### src/rtl/display_source_scheduler.sv
`timescale 1ns/1ps
// Purpose: selects which task image (P/Q/R) feeds the OLED, switching only at frame boundaries with a blanking interval.
// Latency: display_data is registered, 1 clk behind p_data/q_data/r_data and the state decision.
// Backpressure: none; the pixel stream is free-running and the OLED driver always consumes display_data.
module display_source_scheduler #(
  parameter int          STABLE_CYCLES = 100000,
  parameter int          BLANK_FRAMES  = 1,
  parameter int          DWELL_FRAMES  = 120,
  parameter logic [15:0] BLANK_COLOUR  = 16'h0000
) (
  input  logic        clk,
  input  logic        rst,
  input  logic [12:0] pixel_index,
  input  logic [2:0]  sel_req,
  input  logic        auto_en,
  input  logic [15:0] p_data,
  input  logic [15:0] q_data,
  input  logic [15:0] r_data,
  output logic [15:0] display_data,
  output logic [1:0]  active_src,
  output logic        busy
);

  typedef enum logic [1:0] {
    SHOW    = 2'd0,
    PENDING = 2'd1,
    BLANK   = 2'd2
  } state_t;

  localparam logic [1:0] SRC_P    = 2'd0;
  localparam logic [1:0] SRC_Q    = 2'd1;
  localparam logic [1:0] SRC_R    = 2'd2;
  localparam logic [1:0] SRC_NONE = 2'd3;

  localparam int SW = (STABLE_CYCLES > 1) ? $clog2(STABLE_CYCLES) : 1;
  localparam int DW = (DWELL_FRAMES  > 1) ? $clog2(DWELL_FRAMES)  : 1;
  localparam int BW = (BLANK_FRAMES  > 1) ? $clog2(BLANK_FRAMES)  : 1;

  localparam logic [SW-1:0] STAB_MAX   = SW'((STABLE_CYCLES > 0) ? STABLE_CYCLES - 1 : 0);
  localparam logic [DW-1:0] DWELL_MAX  = DW'((DWELL_FRAMES  > 0) ? DWELL_FRAMES  - 1 : 0);
  localparam logic [BW-1:0] BLANK_LAST = BW'((BLANK_FRAMES  > 0) ? BLANK_FRAMES  - 1 : 0);

  // With no blank frames a source change lands straight back in SHOW.
  localparam state_t AFTER_SWITCH = (BLANK_FRAMES > 0) ? BLANK : SHOW;

  state_t        state;
  state_t        state_n;
  logic [12:0]   pix_q;
  logic [1:0]    tgt_q;
  logic [1:0]    pend_src;
  logic [1:0]    pend_n;
  logic [1:0]    active_n;
  logic [SW-1:0] stab_cnt;
  logic [DW-1:0] dwell_cnt;
  logic [DW-1:0] dwell_n;
  logic [BW-1:0] blank_cnt;
  logic [BW-1:0] blank_n;
  logic [1:0]    target;
  logic [1:0]    next_src;
  logic          frame_start;
  logic          qualified;
  logic [15:0]   pixel_n;

  // Manual target: highest requested switch wins, NONE when no switch is up.
  always_comb begin
    target = SRC_NONE;
    if (sel_req[2])      target = SRC_R;
    else if (sel_req[1]) target = SRC_Q;
    else if (sel_req[0]) target = SRC_P;
  end

  // Frame boundary is the wrap to pixel 0; the idle 0 straight out of reset does not count.
  always_comb begin
    frame_start = (pixel_index == 13'd0) && (pix_q != 13'd0);
    qualified   = (stab_cnt == STAB_MAX) && (target == tgt_q);
  end

  // Auto rotation order P -> Q -> R -> P; NONE starts the rotation at P.
  always_comb begin
    next_src = SRC_P;
    case (active_src)
      SRC_P:   next_src = SRC_Q;
      SRC_Q:   next_src = SRC_R;
      default: next_src = SRC_P;
    endcase
  end

  // Next-state decision for the scheduler FSM and its counters.
  always_comb begin
    state_n  = state;
    active_n = active_src;
    pend_n   = pend_src;
    blank_n  = blank_cnt;
    dwell_n  = dwell_cnt;

    // Dwell only advances in auto mode, and saturates so it never wraps past the switch point.
    if (!auto_en)
      dwell_n = '0;
    else if (frame_start && (dwell_cnt != DWELL_MAX))
      dwell_n = dwell_cnt + 1'b1;

    case (state)
      SHOW: begin
        if (auto_en) begin
          if (frame_start && (dwell_cnt == DWELL_MAX)) begin
            active_n = next_src;
            dwell_n  = '0;
            blank_n  = '0;
            state_n  = AFTER_SWITCH;
          end
        end else if (qualified && (target != active_src)) begin
          pend_n  = target;
          state_n = PENDING;
        end
      end
      PENDING: begin
        // Aborts take priority over a frame boundary in the same cycle.
        if (auto_en || (target != pend_src)) begin
          state_n = SHOW;
        end else if (frame_start) begin
          active_n = pend_src;
          blank_n  = '0;
          dwell_n  = '0;
          state_n  = AFTER_SWITCH;
        end
      end
      BLANK: begin
        if (frame_start) begin
          if (blank_cnt == BLANK_LAST)
            state_n = SHOW;
          else
            blank_n = blank_cnt + 1'b1;
        end
      end
      default: state_n = SHOW;
    endcase
  end

  // Output pixel follows the post-decision state so a switch is visible on the same edge.
  always_comb begin
    pixel_n = 16'h0000;
    if (state_n == BLANK) begin
      pixel_n = BLANK_COLOUR;
    end else begin
      case (active_n)
        SRC_P:   pixel_n = p_data;
        SRC_Q:   pixel_n = q_data;
        SRC_R:   pixel_n = r_data;
        default: pixel_n = 16'h0000;
      endcase
    end
  end

  // All scheduler state, the stability filter and the registered outputs.
  always_ff @(posedge clk) begin
    if (rst) begin
      state        <= SHOW;
      pix_q        <= '0;
      tgt_q        <= SRC_P;
      stab_cnt     <= '0;
      pend_src     <= SRC_NONE;
      dwell_cnt    <= '0;
      blank_cnt    <= '0;
      active_src   <= SRC_NONE;
      display_data <= 16'h0000;
      busy         <= 1'b0;
    end else begin
      pix_q <= pixel_index;
      tgt_q <= target;
      if (target != tgt_q)
        stab_cnt <= '0;
      else if (stab_cnt != STAB_MAX)
        stab_cnt <= stab_cnt + 1'b1;
      state        <= state_n;
      pend_src     <= pend_n;
      dwell_cnt    <= dwell_n;
      blank_cnt    <= blank_n;
      active_src   <= active_n;
      display_data <= pixel_n;
      busy         <= (state_n != SHOW);
    end
  end

endmodule

### config.mk
export PLATFORM = sky130hd
export DESIGN_NAME = display_source_scheduler
export DESIGN_NICKNAME = d
export VERILOG_FILES = /design/src/rtl/display_source_scheduler.sv
export SDC_FILE = /design/constraint.sdc
export NUM_CORES = 1
export LEC_CHECK = 0
export ABC_AREA = 0
export BUFFER_PORTS_ARGS = -buffer_cell sky130_fd_sc_hd__buf_2
export CAP_MARGIN = 40
export CORE_MARGIN = 2
export CORE_UTILIZATION = 55
export DETAILED_ROUTE_END_ITERATION = 8
export GPL_TIMING_DRIVEN = 0
export PLACE_DENSITY_LB_ADDON = 0.2
export SYNTH_ARGS = -nofsm -noshare
export SYNTH_HDL_FRONTEND = slang
export SYNTH_SLANG_ARGS = --single-unit
export TNS_END_PERCENT = 5
### constraint.sdc
create_clock -name clk -period 7.7 [get_ports clk]
set_clock_uncertainty 0.05 [all_clocks]
set_input_delay 0 -clock clk [delete_from_list [all_inputs] [get_ports clk]]
set_output_delay 0 -clock clk [all_outputs]
set_load 0.05 [all_outputs]
==> Yosys cells after proc, flatten, opt, wreduce, memory -nomap -nowiden <==
Cells that the tools add are included.
{ "word_totals": {"regBits": 63, "latch_bits": 0, "ramBits": 0, "rom_bits": 0, "in_bits": 67, "out_inout_bits": 19, "word_cells": 82, "mem_count": 0} }
{ "classes": {"n_addsub": 3, "multipliers": 0, "div_mod_pow": 0, "order_cmp": 0, "n_eq_ne": 19, "shifts": 0, "muxes": 32, "bitwise_logic": 1, "reduce_logical": 17} }
{ "ops": {"columns": ["op", "count"], "rows": [
  ["one-hot mux 16 bit (3 select lines)", 1],
  ["two-way mux 7 bit", 6],
  ["two-way mux 2 bit", 14],
  ["adder 17 x 1 -> 17 bit, second input constant", 1],
  ["== test 17 bit, second input constant", 1],
  ["inequality test 17 bit, second input constant", 1],
  ["one-hot mux 7 bit (2 select lines)", 1],
  ["zero test 13 bit", 1],
  ["nonzero test 13 bit", 1],
  ["inequality test 2 bit, second input constant", 5],
  ["one-hot mux 2 bit (2 select lines)", 2],
  ["adder 7 x 1 -> 7 bit, second input constant", 1],
  ["== test 7 bit, second input constant", 1],
  ["inequality test 7 bit, second input constant", 1],
  ["== test 2 x 1 -> 1 bit, second input constant", 3],
  ["== test 2 bit, second input constant", 3],
  ["zero test 2 bit", 3],
  ["two-way mux 1 bit", 6],
  ["inequality test 2 bit", 3],
  ["one-hot mux 2 bit (3 select lines)", 1],
  ["AND reduction 6 bit", 1],
  ["logical AND 1 bit", 5],
  ["OR reduction 2 bit", 2],
  ["one-hot mux 1 bit (3 select lines)", 1],
  ["7 further kinds", 7]
]} }

==> Depth between registers and ports, before layout <==
Gate-level depths: netlist of run 1.
{ "depth": {"word_depth": 11, "mapped_depth": 10, "ltp_nobuf": 8} }

==> Worst setup path after synthesis of run 1 <==
Ideal clock, no wire load.
{ "synth_timing": {"path_type": "register to register", "startpoint": "reg pend_src[0]", "endpoint": "reg display_data[4]", "arrival_time_ns": 2.666, "slack_ns": 4.911, "stages_incl_launch_ff": 10, "path_buffers": 2, "period_less_slack_ns": 2.789, "cell_sequence": "dfxtp_1 or4b_1 a31o_1 a2111oi_4 mux2_4 o211a_4 or4_1 buf_6 buf_12 o22ai_2"} }
{ "synth_via": {"elab_chain_cells": 6, "word_cells_on_any_way": 13} }
{ "synth_lines": {"columns": ["element", "line", "source"], "rows": [
  ["start: declaration", "50", "logic [1:0] pend_src;"],
  ["start signal: assignment", "175", "pend_src <= pend_n;"],
  ["inequality test 2 bit", "118", "if (auto_en || (target != pend_src)) begin"],
  ["logical OR 1 bit", "118", null],
  ["two-way mux 2 bit", "118", null],
  ["one-hot mux 2 bit (2 select lines) or one-hot mux 2 bit (3 select lines) (tied branches)", "102", "case (state)"],
  ["== test 2 bit (tied with other cells)", "145", "case (active_n)"],
  ["one-hot mux 16 bit (3 select lines) or OR reduction 2 bit (tied branches)", null, null],
  ["end signal: assignment", "179", "display_data <= pixel_n;"],
  ["end: declaration", "19", "output logic [15:0] display_data,"]
]} }
Parallel ways exist; a longest one is shown, timed or not.
A chain may end at the register's enable or synchronous reset.

==> Worst setup path in the final report of run 1 <==
{ "layout_timing": {"startpoint": "reg pend_src[0]", "endpoint": "reg display_data[8]"} }
The elaborated chain is that of the path after synthesis.

==> impl_results.md, run 1 <==
- # rows: 26
- Starting Density: 0.572
- I/O pin count: 86
- Root Buffer: clkbuf_8
- Post-synth EDFFs: 0
- H-tree levels: 3
- Crit path required time: 7.92 ns
- Pin count of the biggest net entering global routing: 11
- Synth area leaders: dfxtp_1 42%, mux2i_1 6.5%, nor2_1 5.0%
- Pre-antenna DRT Iters: 5
- Routed via count: 2955
- # Max-Cap Violations: 0
- Syn_nets: 384
- Peak supply drop: 0.170 mV
- Critical path cell sequence: or4b_1 -> a31o_1 -> a2111oi_4 -> mux2_4 -> o211a_4 -> or4_1 -> buf_6 -> buf_12 -> o22ai_2 -> dlygate4sd3_1
- Register-to-Register Path Depth: 10
- Max-slew violation total from the final report: 0
- Post-route setup TNS: 0 ns
- Worst path max stage delay: 0.59 ns
- Antenna violations before repair: 0
- Worst R2R End: display_data[8]$_SDFF_PP0_
- Async S/R FF share, synth: 0
- Leak: 0.00171 µW
- Grt ovf: 0
- Drt initial violations: 117
- Setup crit start: pend_src[0]$_SDFFE_PP1P_
- Worst-skew pair later-pin latency: 0.34 ns
- DR vias/cell: 5.52
- Detail Route Antenna Nets: 0
- Mapped Area: 2940 µm²
- Slew HR: 0.527
- Max Root-Sink Buffers: 2
- Synth Warn #: 0
- Fin worst setup slack: 4.03 ns
- First-pass GRT wire length: 14.2 mm
- FF-to-FF setup slack: 4.03 ns
- Status: completed
- Wire per inst: 16.1 µm
- WS Path Type: flip-flop to flip-flop
- Cells after Synth: 315
- Worst hold path type: input port to flip-flop
- Post-CTS sizing: 0
- Measured slew at the worst slew-check pin: 0.708 ns
- Worst-path clk slew: 0.07 ns
- Power Dens Cells: 170 nW/µm²
- Place WS: 4.72 ns
- Area Overhead vs Synth: 41.2%
- Layout cells sized above 1: 0.267
- Hpwl dp: 4.80 mm
- GRT Util Overall: 0.304
- # DRC: 0
- Worst-path maximum fanout: 10
- Die X: 77.1 µm
- Setup violations, final: 0
- Critical Path Start Type: flip-flop
- CP endpoint kind: flip-flop
- CTS tree: done
- Routability congestion estimate: 0.821
- Vias in the first global route: 3076
- Register area share after synthesis: 0.422
- Avg Synthesized Cell Area: 9.34 µm²
- Final hold viol count: 0
- #FFs+latches synth: 62
- Fmax: 0.273 GHz
- Die ar.: 5950 µm²
- Core area: 5140 µm²
- Post-Place Cells: 471
- CP arrival: 3.89 ns
- Top FF cell, synth: dfxtp_1
- IO Port Bufs: 85
- Fin crit period: 3.67 ns
- Filler cell count: 316
- Num CTS Buffers: 9
- NumNets Final: 529
- Post-route clock period utilization: 0.476
- Total routed wirelength: 8.62 mm
- Die H: 77.1 µm
- Clock sinks: 62
- R2R Path Start: pend_src[0]$_SDFFE_PP1P_
- Distinct cells, synth: 49
- Share of the synthesized area in the top cell type: 0.422
- Crit path capture: display_data[8]$_SDFF_PP0_
- RSZ-0062 raised after global routing: false
- Antenna diodes: 0
- Slowest stage cell, crit path: dlygate4sd3_1
- Leading area contributor after synthesis: dfxtp_1
- Layout Cells excl Fill: 535
[final cells by class]
cell class,count,area (µm²),area share
multi-input combinational,237,1600,0.385
buffer,14,92.6,0.0223
sequential,62,1240,0.299
inverter,2,7.51,0.00181
clock buffer,12,145,0.0349
tap,70,87.6,0.0211
timing repair buffer,134,910,0.219
clock inverter,4,70.1,0.0169
[report_power, final]
group | internal (µW) | switching, µW | total, µW
combinational | 32.9 | 27.0 | 60.0
sequential | 325 | 2.41 | 328
clock | 190 | 126 | 317
total | 549 | 156 | 704
[kinds of logic after synthesis]
logic type / Yosys count / synth area share
adders and majority gates: 2 / 0.00851
DFF: 62 / 0.422
muxes: 21 / 0.0736
xor gates and xnor gates: 23 / 0.0685
buffers and inverters: 16 / 0.0340
AOI/OAI and AO/OA: 39 / 0.117
and+or+nand+nor: 152 / 0.276
[routing by layer]
metal,vias to the layer above,part of all wire,GRT usage
met5,-,0,0
met4,0,0.046,0.168
met3,43,0.067,0.0929
met2,145,0.49,0.530
met1,1360,0.40,0.325
li1,1407,-,-
[flip-flops by register name, indices dropped and copies added (netlist names)]
signal,cells
display_data,16
active_src,2
pix_q,13
pend_src,2
state,2
busy,1
tgt_q,2
stab_cnt,17
dwell_cnt,7
[worst min path at each step]
stage                               start                   end  cells after the start
after floorplan                       rst   tgt_q[0]$_SDFF_PP0_                      1
after global placement    pixel_index[12]  pix_q[12]$_SDFF_PP0_                      2
after detailed placement   pixel_index[3]   pix_q[3]$_SDFF_PP0_                      2
after CTS                      sel_req[1]   tgt_q[1]$_SDFF_PP0_                      4
after global routing           sel_req[1]   tgt_q[1]$_SDFF_PP0_                      4
final                          sel_req[1]   tgt_q[1]$_SDFF_PP0_                      4
[cells in the mapped netlist, types with 6 or more instances]
library cell	n
a21oi_1	7
and4_1	6
clkbuf_1	8
dfxtp_1	62
mux2i_1	19
nand2_1	32
nand3_1	7
nand4_1	8
nor2_1	39
nor2b_1	17
nor3_1	10
nor4_1	6
o22ai_1	8
o22ai_2	10
xnor2_1	7
xor2_1	16
[worst max-delay path, delay by kind of cell (launching register included)]
family | cells | cell delay (ns)
AND/OR/NAND/NOR | 2 | 1.01
AO/OA/AOI/OAI | 4 | 0.92
buffers and inverters | 3 | 0.91
flip-flops | 1 | 0.37
multiplexers | 1 | 0.34
[placed cells by master (no fill, tap or decap), drive strengths merged, types with 16 or more instances in the layout]
master,Yosys,layout
buf,6,92
clkbuf,8,20
dfxtp,62,62
dlygate4sd3,0,48
mux2i,19,19
nand2,33,33
nor2,39,39
nor2b,17,17
o22ai,18,18
xor2,16,16
[stage by stage]
stage	total power, µW	cell area, µm²	hold slack (ns)	utilization
floorplan	355	2940	0.0216	-
global placement	378	3450	0.204	0.672
detailed placement	379	3460	0.201	0.673
CTS	701	4150	0.0102	0.808
global route	724	4150	0.0986	0.808
finish	704	4150	0.0243	0.808
[timing repair]
action,4_1_cts,5_1_grt
hold buffers,48,0
endpoints found under the hold margin,33,0
buffers inserted,0,0
Note: power is estimated with default switching activity, not from simulation.
==> run 2: changes to the inputs <==
--- a/config.mk
+++ b/config.mk
@@ -5,11 +5,11 @@
 export SDC_FILE = /design/constraint.sdc
 export NUM_CORES = 1
 export LEC_CHECK = 0
-export ABC_AREA = 0
+export ABC_AREA = 1
 export BUFFER_PORTS_ARGS = -buffer_cell sky130_fd_sc_hd__buf_2
 export CAP_MARGIN = 40
 export CORE_MARGIN = 2
-export CORE_UTILIZATION = 55
+export CORE_UTILIZATION = 52
 export DETAILED_ROUTE_END_ITERATION = 8
 export GPL_TIMING_DRIVEN = 0
 export PLACE_DENSITY_LB_ADDON = 0.2
==> constraint.sdc (replaced) <==
create_clock -name clk -period 3.8 [get_ports clk]
set_clock_uncertainty 0.05 [all_clocks]
set_input_delay 0 -clock clk [delete_from_list [all_inputs] [get_ports clk]]
set_output_delay 0 -clock clk [all_outputs]
set_load 0.05 [all_outputs]
==> run 2 against run 1 <==
  * Setup slack got worse by 3.1 ns
  * First-iteration DRC count rose by 120%
  * Clock power rose by 110%
  * Critical path type is now input port to flip-flop
  * Sequential power rose by 100%
  * Sequential share of layout area fell by 1.3 points
  * Global-route usage rose by 1.5 points
  * Count of clock-buffer cells in the layout fell by 1
  * Register-to-register slack got worse by 3.1 ns
  * Flip-flop and latch count did not move
  * Combinational power rose by 100%
  * Highest routed layer unchanged
  * Non-clock buffer count fell by 1
==> impl_results.md, run 2 <==
- Status: completed (unchanged)
- # rows: 27 (was 26)
- Crit path required time: 3.99 ns (was 7.92 ns)
- RSZ-0062 raised after global routing: false (unchanged)
- Leading area contributor after synthesis: dfxtp_1 (unchanged)
- Max-slew violation total from the final report: 0 (unchanged)
- Largest regs: stab_cnt x17, display_data x16, pix_q x13 (unchanged)
- Mapped Area: 3050 µm² (was 2940 µm²)
- Routability congestion estimate: 0.843 (was 0.821)
- Commonest cells post-synth: 98 x nand2_1, 62 x dfxtp_1, 60 x inv_1, 59 x nand3_1, 56 x nor2_1 (was 62 x dfxtp_1, 39 x nor2_1, 32 x nand2_1, 19 x mux2i_1, 17 x nor2b_1)
- CTS tree: done (unchanged)
- Hold_buf cts: 54 (was 48)
- # DRC: 0 (unchanged)
- Hpwl dp: 5.04 mm (was 4.80 mm)
- IO Port Bufs: 84 (was 85)
- H-tree levels: 3 (unchanged)
- Measured slew at the worst slew-check pin: 0.864 ns (was 0.708 ns)
- Commonest non-fill, non-tap cells in the layout: 98 x nand2_1, 84 x buf_2, 62 x dfxtp_1, 60 x inv_1, 59 x nand3_1 (was 86 x buf_2, 62 x dfxtp_1, 48 x dlygate4sd3_1, 39 x nor2_1, 32 x nand2_1)
- Critical Path Start Type: input port (was flip-flop)
- #FFs+latches synth: 62 (unchanged)
- Fin crit period: 2.91 ns
- Wire per inst: 15.1 µm (was 16.1 µm)
- Critical path cell sequence: dlygate4sd3_1 -> buf_2 -> nor2_1 -> nand2_1 -> nor2_1 -> nand2_1 -> nor2_4 -> nand3_1 -> nand2_1 -> nand3_2 -> nand2_4 -> inv_4 -> buf_6 -> nand3_1 -> nand3_1 -> dlygate4sd3_1 -> nand2_1 -> inv_1 (was or4b_1 -> a31o_1 -> a2111oi_4 -> mux2_4 -> o211a_4 -> or4_1 -> buf_6 -> buf_12 -> o22ai_2 -> dlygate4sd3_1)
- Starting Density: 0.548 (was 0.572)
- Clock sinks: 62 (unchanged)
- Worst-path maximum fanout: 10 (unchanged)
- Share of the synthesized area in the top cell type: 0.407 (was 0.422)
- Die X: 80.6 µm (was 77.1 µm)
- Core area: 5570 µm² (was 5140 µm²)
- Synth area leaders: dfxtp_1 41%, nand2_1 12%, nand3_1 9.7% (was dfxtp_1 42%, mux2i_1 6.5%, nor2_1 5.0%)
- Max Root-Sink Buffers: 2 (unchanged)
- Async S/R FF share, synth: 0 (unchanged)
- Layout cells sized above 1: 0.231 (was 0.267)
- Synth Warn #: 0 (unchanged)
- Largest Register: stab_cnt (unchanged)
- Drt initial violations: 252 (was 117)
- Avg Synthesized Cell Area: 7.10 µm² (was 9.34 µm²)
- Post-route setup TNS: 0 ns (unchanged)
- # Max-Cap Violations: 0 (unchanged)
- Antenna violations before repair: 0 (unchanged)
- Root Buffer: clkbuf_8 (unchanged)
- Antenna diodes: 0 (unchanged)
- Worst-path clk slew: 0.07 ns (about the same)
- Setup violations, final: 0 (unchanged)
- Slowest stage cell, crit path: dlygate4sd3_1 (unchanged)
- Final hold viol count: 0 (unchanged)
- Top FF cell, synth: dfxtp_1 (unchanged)
- Vias in the first global route: 3593 (was 3076)
- Power Dens Cells: 338 nW/µm² (was 170 nW/µm²)
- DR vias/cell: 5.44 (was 5.52)
- Detail Route Antenna Nets: 0 (unchanged)
- Worst path max stage delay: 0.58 ns (was 0.59 ns)
- Syn_nets: 499 (was 384)
- Area Overhead vs Synth: 42.0% (was 41.2%)
- I/O pin count: 86 (unchanged)
- Register area share after synthesis: 0.407 (was 0.422)
- Most common cell in the synthesized netlist: nand2_1 (was dfxtp_1)
- WS Path Type: input port to flip-flop (was flip-flop to flip-flop)
- CP arrival: 3.10 ns (was 3.89 ns)
- Worst-skew pair later-pin latency: 0.34 ns (about the same)
- Die ar.: 6500 µm² (was 5950 µm²)
- Most used cell, CP: nand2_1
- Distinct cells, synth: 35 (was 49)
- Final Hold Slack: 0.0504 ns (was 0.0243 ns)
- Grt ovf: 0 (unchanged)
- First-pass GRT wire length: 15.8 mm (was 14.2 mm)
- Total routed wirelength: 9.92 mm (was 8.62 mm)
- Max reg flops: 17 (unchanged)
- Post-synth EDFFs: 0 (unchanged)
- Worst hold path type: input port to flip-flop (unchanged)
- GRT Util Overall: 0.319 (was 0.304)
- Pre-antenna DRT Iters: 6 (was 5)
- Post-CTS setup-driven buffer insertion count: 0 (unchanged)
- Leak: 0.00217 µW (was 0.00171 µW)
- CP endpoint kind: flip-flop (unchanged)
- Peak supply drop: 0.240 mV (was 0.170 mV)
- Pin count of the biggest net entering global routing: 12 (was 11)
- Slew HR: 0.415 (was 0.527)
- Die H: 80.6 µm (was 77.1 µm)
- Routed via count: 3569 (was 2955)
- Cells after Synth: 430 (was 315)
- Num CTS Buffers: 9 (unchanged)
- Most common cell after layout, fill and taps aside: nand2_1 (was buf_2)
- Post-route clock period utilization: 0.767
- NumNets Final: 648 (was 529)
- Post-CTS sizing: 0 (unchanged)
- Fin util: 0.778 (was 0.808)
- Fmax: 0.343 GHz
run 2: report_power, final:
| group | internal [µW] | total, µW | switching, µW |
|---|---|---|---|
| Sequential | 659 | 663 | 4.30 |
| Clock | 405 | 680 | 275 |
| Combinational | 63.4 | 120 | 56.9 |
| Total | 1130 | 1460 | 336 |
run 2: stage by stage:
step	instance area, µm²	setup WS, ns	power (µW)	instances
detailed placement	3560	1.64	755	586
global route	4340	0.676	1500	656
global placement	3560	1.71	753	586
floorplan	3050	1.92	711	430
finish	4340	0.886	1460	656
CTS	4340	1.07	1450	656
run 2: cell type report:
class	count	area [µm²]
Tap cell	72	90.1
Sequential cell	62	1240
Multi-Input combinational cell	294	1480
Clock inverter	5	81.3
Timing Repair Buffer	138	961
Buffer	9	78.8
Inverter	65	249
Clock buffer	11	151
Fill cell	348	1240
run 2: final timing paths:
kind | from | endpoint | slack (ns) | depth (start not counted)
setup / recovery | pixel_index[11] | display_data[12]$_SDFF_PP0_ | 0.89 | 18
hold / removal | sel_req[0] | pend_src[0]$_SDFFE_PP1P_ | 0.05 | 4
setup reg to reg | dwell_cnt[0]$_SDFF_PP0_ | display_data[12]$_SDFF_PP0_ | 0.98 | 14
hold reg to reg | stab_cnt[3]$_SDFFE_PP0N_ | stab_cnt[3]$_SDFFE_PP0N_ | 0.43 | 2
run 2: critical path, delay by kind of cell:
family | cells | cell delay, ns
simple gates | 12 | 1.55
buf+inv | 6 | 1.54
run 2: cell families after synthesis:
kind of cell	Yosys count	synth area share
AND/OR/NAND/NOR	255	0.393
XOR/XNOR	9	0.0258
adder cells (fa/ha/maj)	2	0.00820
AO/OA/AOI/OAI	27	0.0557
flip-flops	62	0.407
buffers and inverters	74	0.107
multiplexers	1	0.00328
run 2: per-layer routing:
metal	GRT usage	vias to the layer above	part of all wire	wire [µm]
met5	0	-	0	0
met4	0.219	0	0.066	659
met3	0.0730	84	0.069	683
met2	0.569	209	0.50	4990
met1	0.327	1614	0.36	3590
li1	-	1662	-	-
==> run 3: changes to the inputs <==
--- a/config.mk
+++ b/config.mk
@@ -5,11 +5,11 @@
 export SDC_FILE = /design/constraint.sdc
 export NUM_CORES = 1
 export LEC_CHECK = 0
-export ABC_AREA = 1
+export ABC_AREA = 0
 export BUFFER_PORTS_ARGS = -buffer_cell sky130_fd_sc_hd__buf_2
 export CAP_MARGIN = 40
 export CORE_MARGIN = 2
-export CORE_UTILIZATION = 52
+export CORE_UTILIZATION = 46
 export DETAILED_ROUTE_END_ITERATION = 8
 export GPL_TIMING_DRIVEN = 0
 export PLACE_DENSITY_LB_ADDON = 0.2
==> constraint.sdc (replaced) <==
create_clock -name clk -period 2.5 [get_ports clk]
set_clock_uncertainty 0.05 [all_clocks]
set_input_delay 0 -clock clk [delete_from_list [all_inputs] [get_ports clk]]
set_output_delay 0 -clock clk [all_outputs]
set_load 0.05 [all_outputs]
==> run 3 against run 2 <==
  * The run now ends with setup timing left
  * Cell area increased by 1.2%
  * Non-clock buffer count is 19 higher
  * Via count decreased by 16%
  * Largest cell class unchanged
  * Critical endpoint unchanged
  * Sequential power up 52%
  * Routed wire length shrank 8.5%
  * Total power is 43% higher
==> impl_results.md, run 3 (synthesis results as in run 1) <==
- Status: complete, but fails checks (was completed)
- Violated checks: setup timing
- Max reg flops: 17 (unchanged)
- Largest Register: stab_cnt (unchanged)
- H-tree levels: 3 (unchanged)
- Slew HR: 0.669 (was 0.415)
- Internal power: 1620 µW (was 1130 µW)
- Die X: 84.0 µm (was 80.6 µm)
- RSZ-0062 raised after global routing: true (was false)
- Antenna diodes: 0 (unchanged)
- Area Overhead vs Synth: 49.2% (was 42.0%)
- Num CTS Buffers: 9 (unchanged)
- First-pass GRT wire length: 14.2 mm (was 15.8 mm)
- Largest regs: stab_cnt x17, display_data x16, pix_q x13 (unchanged)
- Total routed wirelength: 9.08 mm (was 9.92 mm)
- IO Port Bufs: 85 (was 84)
- Post-route clock period utilization: 1.17
- Die H: 84.0 µm (was 80.6 µm)
- Root Buffer: clkbuf_8 (unchanged)
- Design area: 4390 µm² (was 4340 µm²)
- Core area: 6280 µm² (was 5570 µm²)
- CTS tree: done (unchanged)
- Worst hold path type: input port to flip-flop (unchanged)
- Clock share of power: 0.405 (was 0.465)
- Peak supply drop: 0.309 mV (was 0.240 mV)
- Measured slew at the worst slew-check pin: 0.494 ns (was 0.864 ns)
- Worst-path clk slew: 0.07 ns (about the same)
- Combinational fraction of design power: 0.114 (was 0.082)
- Setup violations, final: 16 (was 0)
- Layout cells sized above 1: 0.284 (was 0.231)
- # DRC: 0 (unchanged)
- Worst-path maximum fanout: 10 (unchanged)
- Fin crit period: 2.91 ns
- Starting Density: 0.469 (was 0.548)
- Reg power frac: 0.481 (was 0.453)
- Switching pwr: 472 µW (was 336 µW)
- Commonest non-fill, non-tap cells in the layout: 87 x buf_2, 65 x dlygate4sd3_1, 60 x dfxtp_1, 39 x nor2_1, 32 x nand2_1 (was 98 x nand2_1, 84 x buf_2, 62 x dfxtp_1, 60 x inv_1, 59 x nand3_1)
- NumNets Final: 547 (was 648)
- Fin worst setup slack: -0.415 ns (was 0.886 ns)
- Switch share: 0.225 (was 0.230)
- Max-slew violation total from the final report: 0 (unchanged)
- Antenna violations before repair: 0 (unchanged)
- Drt initial violations: 130 (was 252)
- Final hold viol count: 0 (unchanged)
- Grt ovf: 0 (unchanged)
- Routability congestion estimate: 0.811 (was 0.843)
- Design Power: 2100 µW (was 1460 µW)
- Crit path required time: 2.71 ns (was 3.99 ns)
- Power Dens Cells: 478 nW/µm² (was 338 nW/µm²)
- Clock sinks: 62 (unchanged)
- GRT Util Overall: 0.255 (was 0.319)
- DR vias/cell: 5.34 (was 5.44)
- Max Root-Sink Buffers: 2 (unchanged)
- Leak: 0.00174 µW (was 0.00217 µW)
- Hpwl dp: 4.61 mm (was 5.04 mm)
- I/O pin count: 86 (unchanged)
- # rows: 29 (was 27)
- Fmax: 0.343 GHz
- Critical Path Start Type: flip-flop (was input port)
- Most common cell after layout, fill and taps aside: buf_2 (was nand2_1)
- Worst-skew pair later-pin latency: 0.33 ns (was 0.34 ns)
- Wire per inst: 16.2 µm (was 15.1 µm)
- Vias in the first global route: 3067 (was 3593)
- Pin count of the biggest net entering global routing: 11 (was 12)
- Fin util: 0.699 (was 0.778)
- CP arrival: 3.12 ns (was 3.10 ns)
- Routed via count: 2987 (was 3569)
- Pre-antenna DRT Iters: 6 (unchanged)
- Filler cell count: 463 (was 348)
- Die ar.: 7050 µm² (was 6500 µm²)
- WS Path Type: flip-flop to flip-flop (was input port to flip-flop)
- Detail Route Antenna Nets: 0 (unchanged)
- CP endpoint kind: flip-flop (unchanged)
- Cell Area, Placed: 3470 µm² (was 3560 µm²)
- # Max-Cap Violations: 0 (unchanged)
==> run 3: critical path, stage by stage (launching register included) <==
cell,delay (ns)
dfxtp_4,0.37
or4bb_1,0.48
a31o_1,0.28
a2111oi_4,0.32
mux2_4,0.34
o211a_4,0.16
or4_4,0.42
buf_6,0.16
buf_12,0.15
o22ai_4,0.12
==> run 3: layout make-up <==
| class | count | area [µm²] | area share |
|---|---|---|---|
| inverters | 2 | 7.51 | 0.00171 |
| clock inverters | 1 | 30.0 | 0.00684 |
| repair buffers | 152 | 1090 | 0.248 |
| flip-flops and latches | 62 | 1250 | 0.284 |
| multi-input cells | 237 | 1660 | 0.379 |
| well taps | 77 | 96.3 | 0.0219 |
| plain buffers | 14 | 105 | 0.0239 |
| clock buffers | 14 | 153 | 0.0348 |
==> run 3: power by group through the flow <==
stage / Clock (µW) / Combinational [µW] / Sequential, µW
6_report: 849 / 239 / 1010
5_1_grt: 903 / 257 / 1010
4_1_cts: 856 / 213 / 1010
3_5_place_dp: 0 / 135 / 1030
3_3_place_gp: 0 / 133 / 1030
2_1_floorplan: 0 / 63.0 / 1030
==> run 3: what timing repair did <==
action,in CTS,in global routing
hold buffers,65,0
pin swaps,1,1
endpoints found under the hold margin,33,0
resized for setup,1,22
endpoints found under the setup margin,16,24
setup buffers,1,0
==> run 3: worst paths after layout <==
| check | to | slack [ns] | depth (start not counted) | from |
|---|---|---|---|---|
| worst min-delay path | pend_src[1]$_SDFFE_PP1P_ | 0.11 | 5 | sel_req[1] |
| worst min register to register | dwell_cnt[6]$_SDFF_PP0_ | 0.46 | 2 | dwell_cnt[6]$_SDFF_PP0_ |
| worst max register to register | display_data[12]$_SDFF_PP0_ | -0.41 | 9 | pend_src[0]$_SDFFE_PP1P_ |
| worst max-delay path | display_data[12]$_SDFF_PP0_ | -0.41 | 9 | pend_src[0]$_SDFFE_PP1P_ |
==> run 3: routing by layer <==
metal / part of all wire / up-vias / GRT usage
li1: - / 1441 / -
met1: 0.40 / 1355 / 0.295
met2: 0.47 / 141 / 0.425
met3: 0.064 / 50 / 0.0554
met4: 0.065 / 0 / 0.166
met5: 0 / - / 0
==> run 3: through the flow <==
stage | setup TNS, ns | worst slack, ns | hold WS [ns] | cells
2_1_floorplan | -2.57 | -0.201 | 0.0216 | 315
3_3_place_gp | -4.90 | -0.326 | 0.202 | 477
3_5_place_dp | -4.72 | -0.352 | 0.206 | 478
4_1_cts | -4.88 | -0.357 | 0.0645 | 559
5_1_grt | -6.60 | -0.474 | 0.133 | 559
6_report | -5.41 | -0.415 | 0.111 | 559
